File: config.mk
export PLATFORM = sky130hd
export DESIGN_NAME = sram_port_arbiter
export DESIGN_NICKNAME = d
export VERILOG_FILES = /design/src/rtl/sram_arb_pkg.sv /design/src/rtl/sram_wait_counter.sv /design/src/rtl/sram_port_arbiter.sv
export SDC_FILE = /design/constraint.sdc
export NUM_CORES = 1
export LEC_CHECK = 0
export ABC_AREA = 1
export CELL_PAD_IN_SITES_DETAIL_PLACEMENT = 0
export CELL_PAD_IN_SITES_GLOBAL_PLACEMENT = 1
export CORE_ASPECT_RATIO = 1.1
export CORE_MARGIN = 4
export CORE_UTILIZATION = 32
export CTS_CLUSTER_DIAMETER = 40
export CTS_CLUSTER_SIZE = 10
export DETAILED_ROUTE_END_ITERATION = 8
export PLACE_DENSITY_LB_ADDON = 0.1
export SLEW_MARGIN = 0
export SYNTH_ARGS = -nofsm -noshare
export SYNTH_HDL_FRONTEND = slang
export SYNTH_SLANG_ARGS = --single-unit
File: constraint.sdc
create_clock -name clk -period 8.55 [get_ports clk]
set_input_delay 1.71 -clock clk [delete_from_list [all_inputs] [get_ports clk]]
set_output_delay 1.71 -clock clk [all_outputs]
set_load 0.005 [all_outputs]
File: src/rtl/sram_arb_pkg.sv
// Shared types and default timing for the base-SRAM port arbiter.
package sram_arb_pkg;

  typedef enum logic [2:0] {
    S_IDLE,
    S_RD,
    S_WR_SET,
    S_WR_PULSE,
    S_WR_HOLD
  } state_t;

  typedef enum logic {
    REQ_I,
    REQ_D
  } req_id_t;

  localparam int RD_WAIT_DEF  = 2;
  localparam int WR_PULSE_DEF = 2;

  function automatic int max_wait(input int a, input int b);
    return (a > b) ? a : b;
  endfunction

endpackage

File: src/rtl/sram_wait_counter.sv
// Wait-state down-counter: loads on state entry, decrements to zero and holds there.
module sram_wait_counter #(
  parameter int W = 2
) (
  input  logic         clk,
  input  logic         rst,
  input  logic         load,
  input  logic [W-1:0] load_val,
  output logic         zero
);

  logic [W-1:0] cnt;

  always_ff @(posedge clk or posedge rst) begin
    if (rst) begin
      cnt <= '0;
    end else if (load) begin
      cnt <= load_val;
    end else if (cnt != '0) begin
      cnt <= cnt - 1'b1;
    end
  end

  assign zero = (cnt == '0);

endmodule

File: src/rtl/sram_port_arbiter.sv
// Shares one asynchronous-SRAM port between instruction fetch and data memory,
// generating read/write strobe timing with wait states and one-cycle fin pulses.
//
// state       | meaning
// S_IDLE      | no access; requests sampled and granted here
// S_RD        | ce/oe low for RD_WAIT cycles, data captured on the last edge
// S_WR_SET    | address/data set up, we_n still high
// S_WR_PULSE  | we_n low for WR_PULSE cycles
// S_WR_HOLD   | we_n high, data still driven; d_wfin follows
module sram_port_arbiter
  import sram_arb_pkg::*;
#(
  parameter int ADDR_W   = 20,
  parameter int RD_WAIT  = RD_WAIT_DEF,
  parameter int WR_PULSE = WR_PULSE_DEF
) (
  input  logic              clk,
  input  logic              rst,
  input  logic              i_read_ce,
  input  logic [31:0]       i_addr,
  output logic [31:0]       i_rdata,
  output logic              i_fin,
  input  logic              d_read_ce,
  input  logic              d_write_ce,
  input  logic [31:0]       d_addr,
  input  logic [31:0]       d_wdata,
  input  logic [3:0]        d_be,
  output logic [31:0]       d_rdata,
  output logic              d_rfin,
  output logic              d_wfin,
  output logic [ADDR_W-1:0] ram_addr,
  output logic [31:0]       ram_wdata,
  output logic              ram_data_oe,
  input  logic [31:0]       ram_rdata,
  output logic [3:0]        ram_be_n,
  output logic              ram_ce_n,
  output logic              ram_oe_n,
  output logic              ram_we_n,
  output logic              busy
);

  localparam int CW = $clog2(max_wait(RD_WAIT, WR_PULSE)) + 1;

  state_t        state, state_nxt;
  req_id_t       req_id;
  logic          last_d;
  logic [3:0]    be_n_q;
  logic          i_req, d_req;
  logic          grant_i, grant_d;
  logic          cnt_load, cnt_zero;
  logic [CW-1:0] cnt_load_val;
  logic          unused_addr_bits;

  assign unused_addr_bits = ^{i_addr[31:ADDR_W+2], i_addr[1:0], d_addr[31:ADDR_W+2], d_addr[1:0]};

  // A side whose fin is high this cycle is masked so a still-held ce cannot re-grant.
  assign i_req = i_read_ce & ~i_fin;
  assign d_req = (d_read_ce | d_write_ce) & ~(d_rfin | d_wfin);

  always_ff @(posedge clk or posedge rst) begin
    if (rst) state <= S_IDLE;
    else     state <= state_nxt;
  end

  always_comb begin
    state_nxt    = state;
    grant_i      = 1'b0;
    grant_d      = 1'b0;
    cnt_load     = 1'b0;
    cnt_load_val = '0;
    ram_ce_n     = 1'b0;
    ram_oe_n     = 1'b1;
    ram_we_n     = 1'b1;
    ram_data_oe  = 1'b0;
    case (state)
      S_IDLE: begin
        ram_ce_n = 1'b1;
        // d-side has priority unless it went last and i is waiting.
        if (d_req && !(last_d && i_req)) begin
          grant_d      = 1'b1;
          state_nxt    = d_write_ce ? S_WR_SET : S_RD;
          cnt_load     = ~d_write_ce;
          cnt_load_val = CW'(RD_WAIT - 1);
        end else if (i_req) begin
          grant_i      = 1'b1;
          state_nxt    = S_RD;
          cnt_load     = 1'b1;
          cnt_load_val = CW'(RD_WAIT - 1);
        end
      end
      S_RD: begin
        ram_oe_n = 1'b0;
        if (cnt_zero) state_nxt = S_IDLE;
      end
      S_WR_SET: begin
        ram_data_oe  = 1'b1;
        state_nxt    = S_WR_PULSE;
        cnt_load     = 1'b1;
        cnt_load_val = CW'(WR_PULSE - 1);
      end
      S_WR_PULSE: begin
        ram_data_oe = 1'b1;
        ram_we_n    = 1'b0;
        if (cnt_zero) state_nxt = S_WR_HOLD;
      end
      S_WR_HOLD: begin
        ram_data_oe = 1'b1;
        state_nxt   = S_IDLE;
      end
      default: begin
        ram_ce_n  = 1'b1;
        state_nxt = S_IDLE;
      end
    endcase
  end

  sram_wait_counter #(.W(CW)) u_wait (
    .clk      (clk),
    .rst      (rst),
    .load     (cnt_load),
    .load_val (cnt_load_val),
    .zero     (cnt_zero)
  );

  always_ff @(posedge clk or posedge rst) begin
    if (rst) begin
      i_rdata   <= '0;
      d_rdata   <= '0;
      i_fin     <= 1'b0;
      d_rfin    <= 1'b0;
      d_wfin    <= 1'b0;
      ram_addr  <= '0;
      ram_wdata <= '0;
      be_n_q    <= 4'hF;
      last_d    <= 1'b0;
      req_id    <= REQ_I;
    end else begin
      i_fin  <= 1'b0;
      d_rfin <= 1'b0;
      d_wfin <= 1'b0;
      if (grant_d) begin
        ram_addr <= d_addr[ADDR_W+1:2];
        be_n_q   <= ~d_be;
        last_d   <= 1'b1;
        req_id   <= REQ_D;
        if (d_write_ce) ram_wdata <= d_wdata;
      end else if (grant_i) begin
        ram_addr <= i_addr[ADDR_W+1:2];
        be_n_q   <= 4'h0;
        last_d   <= 1'b0;
        req_id   <= REQ_I;
      end
      if (state == S_RD && cnt_zero) begin
        if (req_id == REQ_D) begin
          d_rdata <= ram_rdata;
          d_rfin  <= 1'b1;
        end else begin
          i_rdata <= ram_rdata;
          i_fin   <= 1'b1;
        end
      end
      if (state == S_WR_HOLD) d_wfin <= 1'b1;
    end
  end

  assign ram_be_n = (state == S_IDLE) ? 4'hF : be_n_q;
  assign busy     = (state != S_IDLE);

endmodule

==> impl.org, run 1 <==
** Outcome
- Status :: finished clean

** STA
- Number of pins with negative max-slew slack in the final report :: 0
- Share of the cycle needed by the critical path after routing :: 42.0%
- After layout, the minimum clock period comes to 3590 ps.
- Worst-Margin Slew :: 916 ps
- Total negative setup slack :: 0 ps
- On the final layout, the worst hold slack is 471 ps.
- Setup violations remaining at the end of the flow were counted as 0.
- Setup repair after global routing left no endpoint under its margin.
- Derived from the worst setup path, the maximum achievable clock frequency is 0.279 GHz.
- The worst pin sits at a relative slew slack of 38.9%.
- Clock tree skew after final layout :: 9.18 ps
- Count of final hold-check violations :: 0

** Placed design
- After legalization and detailed placement, the total HPWL measured 11000 um.
- Count of buffers from port buffering :: 240
- The congestion estimate from routability-driven global placement came to 0.760.
- Instance area after placement :: 8060 sq um
- In this run, placement finished with an instance count of 1073.

** Die
- Die width :: 134 um
- Die Ht :: 147 um
- Full die area :: 19700 sq um
- Area of the core region :: 17100 sq um
- # rows :: 50
- Effective utilization at floorplan :: 32.8%
- 265 I/O pins were placed.

** Power and ir drop
- The internal power of the cells totals 0.00219 W.
- In this run, the clock network consumes 24.0% of the power.
- PD cells :: 374 nW/um^2
- Power spent charging and discharging nets :: 0.00107 W
- Of the total power, the share spent switching nets is 32.7%.
- In this run the static leakage power is 4.27 nW.
- Combinational logic burns 43.2% of the power.
- Reg power frac :: 32.8%
- Worst voltage drop across the vdd grid :: 0.000159 V

** CTS
- The number of clock buffers added by TritonCTS is 17.
- Maximum buffer depth of the clock tree :: 2
- At the later pin of the worst-skew pair, clock insertion delay measures 410 ps.
- Total of hold buffers inserted after clock tree synthesis :: 0
- Once the clock tree was built, the setup fixing pass inserted 0 buffers.
- TritonCTS built the clock tree.
- CTS Sinks :: 129
- CTS built an H-tree with a depth of 4.
- Clock-pin slew on the worst setup and hold paths :: 50 ps
- The cell sitting at the root of the clock tree is a sky130_fd_sc_hd__clkbuf_16.
- Gates resized during post-CTS repair numbered 0.

** Setup path
- Register-to-Register Path Depth :: 6
- Peak fanout along the critical path :: 7
- Capturing element type of the critical path :: output port
- The setup path with the least slack is of type reg -> out.
- STA puts the critical path data required time at 6840 ps.
- Critical Path AT :: 1880 ps
- On the worst path, the slowest cell contributes a delay of 490 ps.
- Critical-path cell list :: inv_2 > nand2_4 > nor2_4 > or2_2 > clkdlybuf4s50_1
- CP max stage cell :: sky130_fd_sc_hd__clkdlybuf4s50_1
- Startpoint type of the worst setup path :: flop

** Cells and area
- Compared with the post-synthesis result, the final layout area differs by 55.4%.
- At the end of the flow, the number of nets in the layout was 996.
- The finished cells cover 8710 sq um.
- Proportion of layout cells with a drive suffix above 1 :: 11.1%
- Final standard cell utilization of the core :: 51.0%
- The repair_antennas step left the layout with diodes totalling 0.
- Filler-free cell count of the finished design :: 1105

** Yosys
- In this run, distinct cell masters in the synthesized netlist total 26.
- Synthesis warning total :: 0
- Combinational family with the most area after synthesis :: simple AND/OR/NAND/NOR gates
- Synthesized instance count :: 624
- Of the total synthesized cell area, the portion taken by AND, OR, NAND and NOR gates is 23.3%.
- After synthesis the netlist holds a flip-flop and latch count of 129.
- Multiplexer cells account for 0% of the synthesized area.
- Summing the areas of all compound-gate instances in the mapped netlist gives 9.25% of the synthesized area.
- After synthesis, the mean cell area works out to 8.98 sq um.
- Synthesized net count :: 762
- The mapped netlist covers 5600 sq um.
- Fraction of synthesized cell area in xor and xnor cells :: 0.156%
- Synth Area in Adders :: 0.223%
- Sequential elements use 57.7% of the synthesized area.

** Routing
- Vias/cell :: 4.28
- Number of nets with antenna violations after routing :: 0
- Pre-Repair DR Iteration Count :: 4
- In the routed design, unresolved DRC markers number 0.
- Vias :: 4727
- Summed over all layers, the routed wires come to 15600 um.
- Wire length per cell after detailed routing :: 14.1 um
- The first routing iteration left 168 violations.

** Global routing
- The number of antenna violations at the first check in global routing was 0.
- Number of global-route vias before repair :: 4874
- In the global route stage, overall resource usage came out at 15.8%.
- Global routing finished with a remaining overflow of 0.
- Global-route wire length before repair :: 24900 um
- Entering global routing, the biggest net connects 72 pins.

** Min path
- The worst hold path belongs to the class reg -> reg.
- Hold-critical path depth :: 2

** Run
- Max-Cap Viols :: 0
[synth_stat cells (all sizes together)]
| library cell | number | area [sq um] |
|---|---|---|
| nand2 | 258 | 986 |
| dfrtp | 125 | 3130 |
| inv | 71 | 267 |
| o21ai | 71 | 505 |
| nor2 | 50 | 203 |
| buf | 25 | 238 |
| nand3 | 8 | 67.6 |
| dfstp | 4 | 105 |
| or2 | 4 | 25.0 |
| clkbuf | 3 | 22.5 |
| a21oi | 1 | 5.00 |
| ha | 1 | 12.5 |
| nand4 | 1 | 21.3 |
| o21bai | 1 | 7.51 |
| xor2 | 1 | 8.76 |
[worst paths after layout]
kind                                                  end  slack, ps                      start
worst max-delay path                          ram_be_n[0]       4960       state[1]$_DFFE_PP0P_
worst min-delay path                be_n_q[0]$_DFFE_PP1P_        470      be_n_q[0]$_DFFE_PP1P_
worst max register to register    d_rdata[24]$_DFFE_PP0P_       6280  u_wait.cnt[0]$_DFFE_PP0P_
worst min register to register      be_n_q[0]$_DFFE_PP1P_        470      be_n_q[0]$_DFFE_PP1P_
max in group asynchronous         d_rdata[25]$_DFFE_PP0P_       5340                        rst
min in group asynchronous       ram_wdata[11]$_DFFE_PP0P_       1770                        rst
[power groups by stage]
stage          Clock, W  Combinational (W)  Sequential (W)
5_1_grt        0.000831            0.00156         0.00111
3_3_place_gp          0            0.00142         0.00106
3_5_place_dp          0            0.00144         0.00108
4_1_cts        0.000806            0.00144         0.00107
6_report       0.000783            0.00141         0.00107
2_1_floorplan         0           0.000661         0.00109
[critical path, delay by kind of cell (launching register included)]
kind	cells	cell delay [ps]
buf+inv	2	620
simple gates	3	410
flops	1	440
[final cells by class]
class / count / area [sq um]
Fill cell: 1621 / 8370
Sequential cell: 129 / 3230
Timing Repair Buffer: 243 / 2420
Multi-Input combinational cell: 396 / 1840
Clock buffer: 21 / 470
Tap cell: 234 / 293
Inverter: 71 / 269
Clock inverter: 11 / 175
[placed cells by master, fill, tap and decap left out, types with 3 or more instances in the layout]
cell type	instances
sky130_fd_sc_hd__nor2_1	48
sky130_fd_sc_hd__o21ai_0	16
sky130_fd_sc_hd__nand3_2	3
sky130_fd_sc_hd__nand2_1	255
sky130_fd_sc_hd__buf_4	3
sky130_fd_sc_hd__clkbuf_16	17
sky130_fd_sc_hd__dfstp_2	4
sky130_fd_sc_hd__inv_1	66
sky130_fd_sc_hd__dfrtp_1	125
sky130_fd_sc_hd__inv_2	4
sky130_fd_sc_hd__o21ai_1	15
sky130_fd_sc_hd__or2_2	4
sky130_fd_sc_hd__clkdlybuf4s50_1	240
sky130_fd_sc_hd__clkbuf_8	3
sky130_fd_sc_hd__bufinv_16	4
sky130_fd_sc_hd__nand3_1	4
sky130_fd_sc_hd__o21ai_2	40
[flip-flops by register name, summed over array words and instances, names as in the netlist]
register    count
i_fin           1
ram_addr       20
last_d          1
i_rdata        32
d_rfin          1
ram_wdata      32
d_rdata        32
be_n_q          4
d_wfin          1
state           3
u_wait.cnt      2
[stage by stage]
step,total power (W),setup slack [ps]
after floorplan,0.00175,3410
after global placement,0.00248,4670
after detailed placement,0.00251,4580
after CTS,0.00332,4920
after global routing,0.00350,4860
final,0.00326,4960
[cells by family (layout without fill, tap and decap cells)]
logic type	after synthesis	in the layout
xor gates and xnor gates	1	1
and+or+nand+nor	321	321
DFF	129	129
buffers and inverters	99	346
AOI/OAI and AO/OA	73	73
adders and majority gates	1	1
[routing by layer]
layer  GRT usage, %  up-vias  wire length, um  part of all wire (%)
li1               -     2362                -                     -
met1           18.8     2175             6610                    42
met2           24.7      166             7070                    45
met3           7.74       24             1580                    10
met4           5.91        0              334                   2.1
met5              0        -                0                     0
Note: power is estimated with default switching activity, not from simulation.
==> run 2: changes to the inputs <==
- CORE_UTILIZATION: 32 -> 27
- clock period: 8.55 -> 3.29 ns (I/O delays scaled with it)
==> run 2 against run 1 <==
Against the previous run: critical path depth stayed put; worst hold slack better by 0.84 ps; largest cell class unchanged; critical endpoint is now ram_data_oe; wire length is 2.5% higher; cell count is 2.4% higher; die area is 17% higher; final area is 1.1% higher.
==> impl.org, run 2 (synthesized netlist as in run 1, its figures left out) <==
** Setup path
- Beginning of the worst register-to-register path :: u_wait.cnt[0]$_DFFE_PP0P_ (unchanged)
- The buffer and inverter count on the worst path was 2 (unchanged).
- The critical path launch point type is a flop (unchanged).
- Critical-path cell list: inv_2 > nand2_4 > nor2_1 > o21bai_1 > clkdlybuf4s50_1 (was inv_2 > nand2_4 > nor2_4 > or2_2 > clkdlybuf4s50_1).
- The critical-path maximum fanout was 4 (was 7).
- The delay of the slowest cell on the worst path is 540 ps (was 490 ps).
- The worst reg-to-reg setup slack is 1150 ps (was 6280 ps).
- The cell with the largest stage delay on the worst path is sky130_fd_sc_hd__clkdlybuf4s50_1 (unchanged).
- The kind of critical path is reg -> out (unchanged).
- The reg-to-reg critical path endpoint was d_rdata[15]$_DFFE_PP0P_ (was d_rdata[24]$_DFFE_PP0P_).
- Critical path required time :: 2630 ps (was 6840 ps)
- The cell depth of the worst flop-to-flop path came to 6 (unchanged).
- The capturing element type of the critical path was an output port (unchanged).
- Cell type group with the largest total delay on the critical path :: buffers and inverters (unchanged)
- Critical Path AT :: 1900 ps (was 1880 ps)

** CTS
- The clock tree root buffer cell is sky130_fd_sc_hd__clkbuf_16 (unchanged).
- Maximum buffer depth of the clock tree :: 2 (unchanged)
- The post-CTS setup buffer count was 0 (unchanged).
- The clock latency of the later-clocked register in the worst-skew pair was 410 ps (about the same).
- The total clock sinks came to 129 (unchanged).
- The hold-fix buffer count after cts came to 0 (unchanged).
- CTS buffer count :: 17 (unchanged)
- Clock-pin slew on the worst setup and hold paths :: 60 ps (was 50 ps)
- Number of gates resized after CTS :: 0 (unchanged)
- H-Tree Level Count :: 4 (unchanged)
- The TritonCTS clock tree was yes (unchanged).

** STA
- The worst-margin pin slew is 763 ps (was 916 ps).
- Share of the cycle needed by the critical path after routing :: 77.7%
- The worst slew margin relative to its limit came to 49.1% (was 38.9%).
- The setup clock skew after layout is 9.88 ps (was 9.18 ps).
- Number of pins with negative max-slew slack in the final report :: 0 (unchanged)
- RSZ-0062 raised after global routing :: no (unchanged)
- The count of endpoints failing hold in the final timing report is 0 (unchanged).
- The accumulated negative setup slack is 0 ps (unchanged).
- The final critical-path setup slack was 735 ps (was 4960 ps).
- Min Clock Period, post-route :: 2560 ps
- The total of endpoints with negative setup slack in the final report came to 0 (unchanged).
- Highest clock frequency the design can meet :: 0.391 GHz

** Global routing
- The number of antenna violations at the first check in global routing was 0 (unchanged).
- Pin count of the biggest net entering global routing :: 66 (was 72)
- Number of global-route vias before repair :: 5010 (was 4874)
- The first-pass GRT wire length came to 26900 um (was 24900 um).
- The overflow left after global routing was 0 (unchanged).
- GRT Total Usage :: 14.2% (was 15.8%)

** Outcome
- Status :: finished clean (unchanged)

** Die
- Effective utilization at floorplan :: 27.3% (was 32.8%)
- The top-level port count is 265 (unchanged).
- The die width came to 145 um (was 134 um).
- # rows :: 55 (was 50)
- The die extent in y was 159 um (was 147 um).
- The full die area was 23100 sq um (was 19700 sq um).
- Area of the core region :: 20500 sq um (was 17100 sq um)

** Placed design
- Post-detail-place hpwl :: 11400 um (was 11000 um)
- The final estimated routing congestion in global placement came to 0.737 (was 0.760).
- Worst setup slack after placement :: 970 ps (was 4580 ps)
- The number of port buffers was 240 (unchanged).

** Cells and area
- Proportion of layout cells with a drive suffix above 1 :: 11.5% (was 11.1%)
- Final-stage net count :: 1001 (was 996)
- The count of antenna diodes in the layout was 0 (unchanged).
- The commonest non-fill, non-tap cell in the layout was sky130_fd_sc_hd__nand2_1 (unchanged).
- Most frequent cells in the layout :: 255 x sky130_fd_sc_hd__nand2_1, 240 x sky130_fd_sc_hd__clkdlybuf4s50_1, 125 x sky130_fd_sc_hd__dfrtp_1 (unchanged)
- Synth-to-layout area growth :: 57.2% (was 55.4%)
- Largest registers in the final layout :: d_rdata (32), i_rdata (32), ram_wdata (32) (unchanged)

** Routing
- Pre-Repair DR Iteration Count :: 4 (unchanged)
- Vias/cell :: 4.18 (was 4.28)
- Total length of routed wires :: 16000 um (was 15600 um)
- # DRC :: 0 (unchanged)
- Number of nets with antenna violations after routing :: 0 (unchanged)
- Wire length per cell after detailed routing :: 14.1 um (about the same)
- Number of violations reported at the end of detailed-routing iteration 0 :: 201 (was 168)
- Vias :: 4725 (was 4727)

** Min path
- Hold-critical path depth :: 2 (unchanged)
- Start point of the worst hold path :: be_n_q[0]$_DFFE_PP1P_ (unchanged)
- Type of the most critical hold path :: reg -> reg (unchanged)
- Terminating pin of the worst hold path :: be_n_q[0]$_DFFE_PP1P_ (unchanged)

** Power and ir drop
- The peak ir drop on the vdd network is 0.000343 V (was 0.000159 V).
- PD cells :: 962 nW/um^2 (was 374 nW/um^2)
- Static Leak :: 4.29 nW (was 4.27 nW)
- Overall power of the completed layout :: 0.00847 W (was 0.00326 W)

** Run
- Max-Cap Viols :: 0 (unchanged)
-- run 2: cell types whose count changed in the layout (fill, tap and decap cells not counted) --
cell,delta
sky130_fd_sc_hd__buf_12,+4
sky130_fd_sc_hd__buf_4,+1
sky130_fd_sc_hd__clkbuf_8,-2
sky130_fd_sc_hd__clkinvlp_4,+2
sky130_fd_sc_hd__inv_4,-1
-- run 2: layout make-up --
class | count | area (sq um)
fill | 1988 | 11700
clock buffer | 19 | 443
tap | 256 | 320
clock inverter | 12 | 183
inverter | 71 | 270
multi-input combinational | 396 | 1840
sequential | 129 | 3230
timing repair buffer | 248 | 2510
-- run 2: per-layer routing --
metal	vias up	share of wire, %	global-route usage (%)
li1	2367	-	-
met3	20	7.9	5.69
met1	2186	43	17.5
met2	152	47	22.6
met5	-	0	0
met4	0	1.7	5.01
-- run 2: worst max path at each step --
stage          slack, ps  cells past startpoint                  from                        to
5_1_grt              580                      6  state[1]$_DFFE_PP0P_                  ram_ce_n
4_1_cts              690                      5  state[1]$_DFFE_PP0P_               ram_data_oe
6_report             730                      5  state[1]$_DFFE_PP0P_               ram_data_oe
2_1_floorplan       1040                      1                   rst    d_rdata[0]$_DFFE_PP0P_
3_3_place_gp        1010                      9            d_write_ce  ram_wdata[4]$_DFFE_PP0P_
3_5_place_dp         970                      9            d_write_ce  ram_wdata[6]$_DFFE_PP0P_
-- run 2: worst min-delay path, delay by kind of cell (launching register included) --
family,cells,cell delay (ps)
AOI/OAI and AO/OA,1,50
DFF,1,360
and+or+nand+nor,1,50
-- run 2: per-stage QoR --
stage / std cells / hold WS (ps) / area [sq um] / utilization (%)
final: 1131 / 472 / 8800 / 42.9
after floorplan: 624 / 447 / 5610 / -
after detailed placement: 1100 / 464 / 8180 / 39.9
after global routing: 1131 / 490 / 8800 / 42.9
after CTS: 1131 / 476 / 8800 / 42.9
after global placement: 1100 / 462 / 8180 / 39.9
-- run 2: report_power, final --
group	switching (W)	total, W	internal, W
clock network	0.000723	0.00201	0.00129
registers	0.000415	0.00278	0.00237
logic	0.00165	0.00368	0.00203
total	0.00279	0.00847	0.00568
==> run 3: changes to the inputs <==
- clock period: 3.29 -> 2.2 ns (I/O delays scaled with it)
==> run 3 against run 2 <==
Against the previous run: via count fell by 1.9%; final area rose by 0.34%; power increased by 49%; critical path depth unchanged; cell count increased by 0.35%; global-route usage is 0.30 points lower; register-to-register slack lost 460 ps; worst hold slack worse by 1.4 ps; clock power grew 43%; critical endpoint is now ram_be_n[1].
==> impl.org, run 3 (synthesized netlist as in run 1, its figures left out) <==
** Outcome
- Status: finished clean (unchanged).

** Setup path
- The arrival time reported for the critical path endpoint came to 1690 ps (was 1900 ps).
- Register-to-Register Path Depth :: 8 (was 6)
- The buffer and inverter count on the worst path is 2 (unchanged).
- The cell with the largest stage delay on the worst path is sky130_fd_sc_hd__clkdlybuf4s50_1 (unchanged).
- Worst flop-to-flop path endpoint :: ram_addr[18]$_DFFE_PP0P_ (was d_rdata[15]$_DFFE_PP0P_)
- The required time reported for the critical path endpoint came to 1760 ps (was 2630 ps).
- Slack of the worst reg-to-reg path :: 690 ps (was 1150 ps)
- The cell family contributing the most delay on the critical path is buffers and inverters (unchanged).
- The startpoint of the worst-slack reg-to-reg timing path is state[0]$_DFFE_PP0P_ (was u_wait.cnt[0]$_DFFE_PP0P_).
- The critical path launch point type is a flop (unchanged).
- Critical-path cell list: inv_1 > nand2_4 > nor2_4 > or2_2 > clkdlybuf4s50_1 (was inv_2 > nand2_4 > nor2_1 > o21bai_1 > clkdlybuf4s50_1).
- Startpoint-to-endpoint class of the critical path :: reg -> out (unchanged)
- Worst path max stage delay :: 490 ps (was 540 ps)
- Capturing element type of the critical path :: output port (unchanged)
- Peak fanout along the critical path :: 6 (was 4)

** Cells and area
- The utilization after layout was 43.1% (was 42.9%).
- The count of antenna diodes in the layout was 0 (unchanged).
- Proportion of layout cells with a drive suffix above 1 :: 12.3% (was 11.5%)
- Fillcell total :: 2009 (was 1988)
- The net count reported at finish was 1005 (was 1001).
- Most common cell after layout, fill and taps aside :: sky130_fd_sc_hd__nand2_1 (unchanged)
- Most frequent cells in the layout: 255 x sky130_fd_sc_hd__nand2_1, 236 x sky130_fd_sc_hd__clkdlybuf4s50_1, 124 x sky130_fd_sc_hd__dfrtp_1 (was 255 x sky130_fd_sc_hd__nand2_1, 240 x sky130_fd_sc_hd__clkdlybuf4s50_1, 125 x sky130_fd_sc_hd__dfrtp_1).
- Synth-to-layout area growth :: 57.7% (was 57.2%)
- Largest registers in the final layout: d_rdata (32), i_rdata (32), ram_wdata (32) (unchanged).

** Routing
- Pre-Repair DR Iteration Count :: 6 (was 4)
- Number of violations reported at the end of detailed-routing iteration 0 :: 137 (was 201)
- Wire length per cell after detailed routing :: 14.1 um (about the same)
- Number of nets with antenna violations after routing :: 0 (unchanged)
- The number of vias per cell after detailed routing was 4.08 (was 4.18).
- The remaining routing DRC violations came to 0 (unchanged).
- Total length of routed wires :: 16100 um (was 16000 um)
- The number of vias in the routed layout was 4635 (was 4725).

** Global routing
- Global-route wire length before repair :: 26200 um (was 26900 um)
- The overflow left after global routing is 0 (unchanged).
- The via count of the first global-routing pass was 4895 (was 5010).
- The all-layer global routing usage came to 13.9% (was 14.2%).
- The maximum number of pins on one net before global-route repair was 68 (was 66).
- The number of antenna violations at the first check in global routing came to 0 (unchanged).

** Die
- The area of the core was 20500 sq um (unchanged).
- The top-level port count came to 265 (unchanged).
- Full die area :: 23100 sq um (unchanged)
- The die extent in y came to 159 um (unchanged).
- Effective utilization at floorplan :: 27.3% (unchanged)
- The number of rows created at floorplan is 55 (unchanged).
- Die width :: 145 um (unchanged)

** STA
- The setup clock skew after layout is 9.35 ps (was 9.88 ps).
- Dividing the final minimum period by the clock period gives 96.8%.
- Number of pins with negative max-slew slack in the final report :: 0 (unchanged)
- The accumulated negative setup slack is 0 ps (unchanged).
- Timing would allow up to 0.470 GHz.
- Worst-Margin Slew :: 489 ps (was 763 ps)
- Number of endpoints failing setup at the final stage :: 0 (unchanged)
- The final critical-path setup slack was 71.3 ps (was 735 ps).
- Hold WS :: 471 ps (was 472 ps)
- The smallest clock period supported by the final layout is computed as 2130 ps.
- The worst slew margin relative to its limit came to 67.4% (was 49.1%).
- The count of endpoints failing hold in the final timing report is 0 (unchanged).
- RSZ-0062 raised after global routing :: yes (was no)

** CTS
- Buffer cell driving the clock tree root :: sky130_fd_sc_hd__clkbuf_16 (unchanged)
- Total of hold buffers inserted after clock tree synthesis :: 0 (unchanged)
- The clock latency of the later-clocked register in the worst-skew pair came to 410 ps (about the same).
- The number of H-tree levels came to 4 (unchanged).
- The total clock sinks was 129 (unchanged).
- CTS buffer count :: 17 (unchanged)
- The TritonCTS clock tree is yes (unchanged).
- Maximum buffer depth of the clock tree :: 2 (unchanged)
- Clock-pin slew on the worst setup and hold paths :: 50 ps (was 60 ps)

** Placed design
- Post-detail-place hpwl :: 11200 um (was 11400 um)
- Count of buffers from port buffering :: 240 (unchanged)
- Routability congestion estimate :: 0.747 (was 0.737)
- Worst setup slack after placement :: 221 ps (was 970 ps)

** Run
- The number of violations of the max-capacitance limit came to 0 (unchanged).

** Min path
- Type of the most critical hold path :: reg -> reg (unchanged)
- The worst hold endpoint is be_n_q[2]$_DFFE_PP1P_ (was be_n_q[0]$_DFFE_PP1P_).
- The hold-critical path depth is 2 (unchanged).
- The launch point of the worst hold path is be_n_q[2]$_DFFE_PP1P_ (was be_n_q[0]$_DFFE_PP1P_).

** Power and ir drop
- Worst voltage drop across the vdd grid :: 0.000523 V (was 0.000343 V)
- PD cells :: 1430 nW/um^2 (was 962 nW/um^2)
- The leakage power is 4.33 nW (was 4.29 nW).
-- run 3: cell count changes in the layout (fill, tap and decap cells not counted), sizes merged --
cell	change
buf	+4
clkdlybuf4s50	-4
clkinv	+2
dlygate4sd2	+2
dlymetal6s2s	+2
bufinv	-1
clkinvlp	-1
-- run 3: layer usage --
layer  share of wire, %  track usage (%)  wire length, um  up-vias
li1                   -                -                -     2378
met1                 42             16.6             6820     2104
met2                 48             23.0             7730      142
met3                8.5             6.40             1360       11
met4               0.90             3.24              145        0
met5                  0                0                0        -
-- run 3: worst max-delay path by stage --
stage          slack [ps]                 start  depth (start not counted)                       end
6_report               70  state[0]$_DFFE_PP0P_                          5               ram_be_n[1]
5_1_grt               -40  state[1]$_DFFE_PP0P_                          5               ram_be_n[0]
4_1_cts                 5  state[0]$_DFFE_PP0P_                          5               ram_be_n[3]
3_5_place_dp          220            d_write_ce                          9   ram_addr[2]$_DFFE_PP0P_
3_3_place_gp          230            d_write_ce                          9  ram_addr[12]$_DFFE_PP0P_
2_1_floorplan         170                   rst                          1    d_rdata[0]$_DFFE_PP0P_
-- run 3: stage by stage --
step | instances | cell area [sq um] | total power [W]
3_5_place_dp | 1099 | 8180 | 0.00986
6_report | 1135 | 8830 | 0.0127
5_1_grt | 1135 | 8830 | 0.0136
4_1_cts | 1134 | 8820 | 0.0129
3_3_place_gp | 1099 | 8180 | 0.00975
2_1_floorplan | 624 | 5610 | 0.00680
-- run 3: power breakdown --
part           total [W]  internal (W)  switching, W
combinational    0.00562       0.00310       0.00252
sequential       0.00415       0.00354      0.000613
clock            0.00288       0.00181       0.00107
-- run 3: final cells by class --
type	instances	area [sq um]	area share (%)
clock buffer	19	443	5.01
clock inverter	12	159	1.80
inverter	71	270	3.06
multi-input combinational	396	1850	20.9
sequential	129	3230	36.6
tap	256	320	3.63
timing repair buffer	252	2560	29.0
-- run 3: worst reg2reg max path, stage by stage (launching register included) --
cell,delay (ps)
sky130_fd_sc_hd__dfrtp_1,380
sky130_fd_sc_hd__inv_1,90
sky130_fd_sc_hd__nand2_4,60
sky130_fd_sc_hd__nor2_4,140
sky130_fd_sc_hd__buf_4,170
sky130_fd_sc_hd__nand2_4,270
sky130_fd_sc_hd__nor2_1,220
sky130_fd_sc_hd__nand2_1,70
sky130_fd_sc_hd__nand2_1,60
-- run 3: repair_timing --
action / 4_1_cts / 5_1_grt
buffers inserted: 4 / 1
resized for setup: 4 / 4
endpoints found under the setup margin: 7 / 6
cloned: 0 / 0
pin swaps: 1 / 2
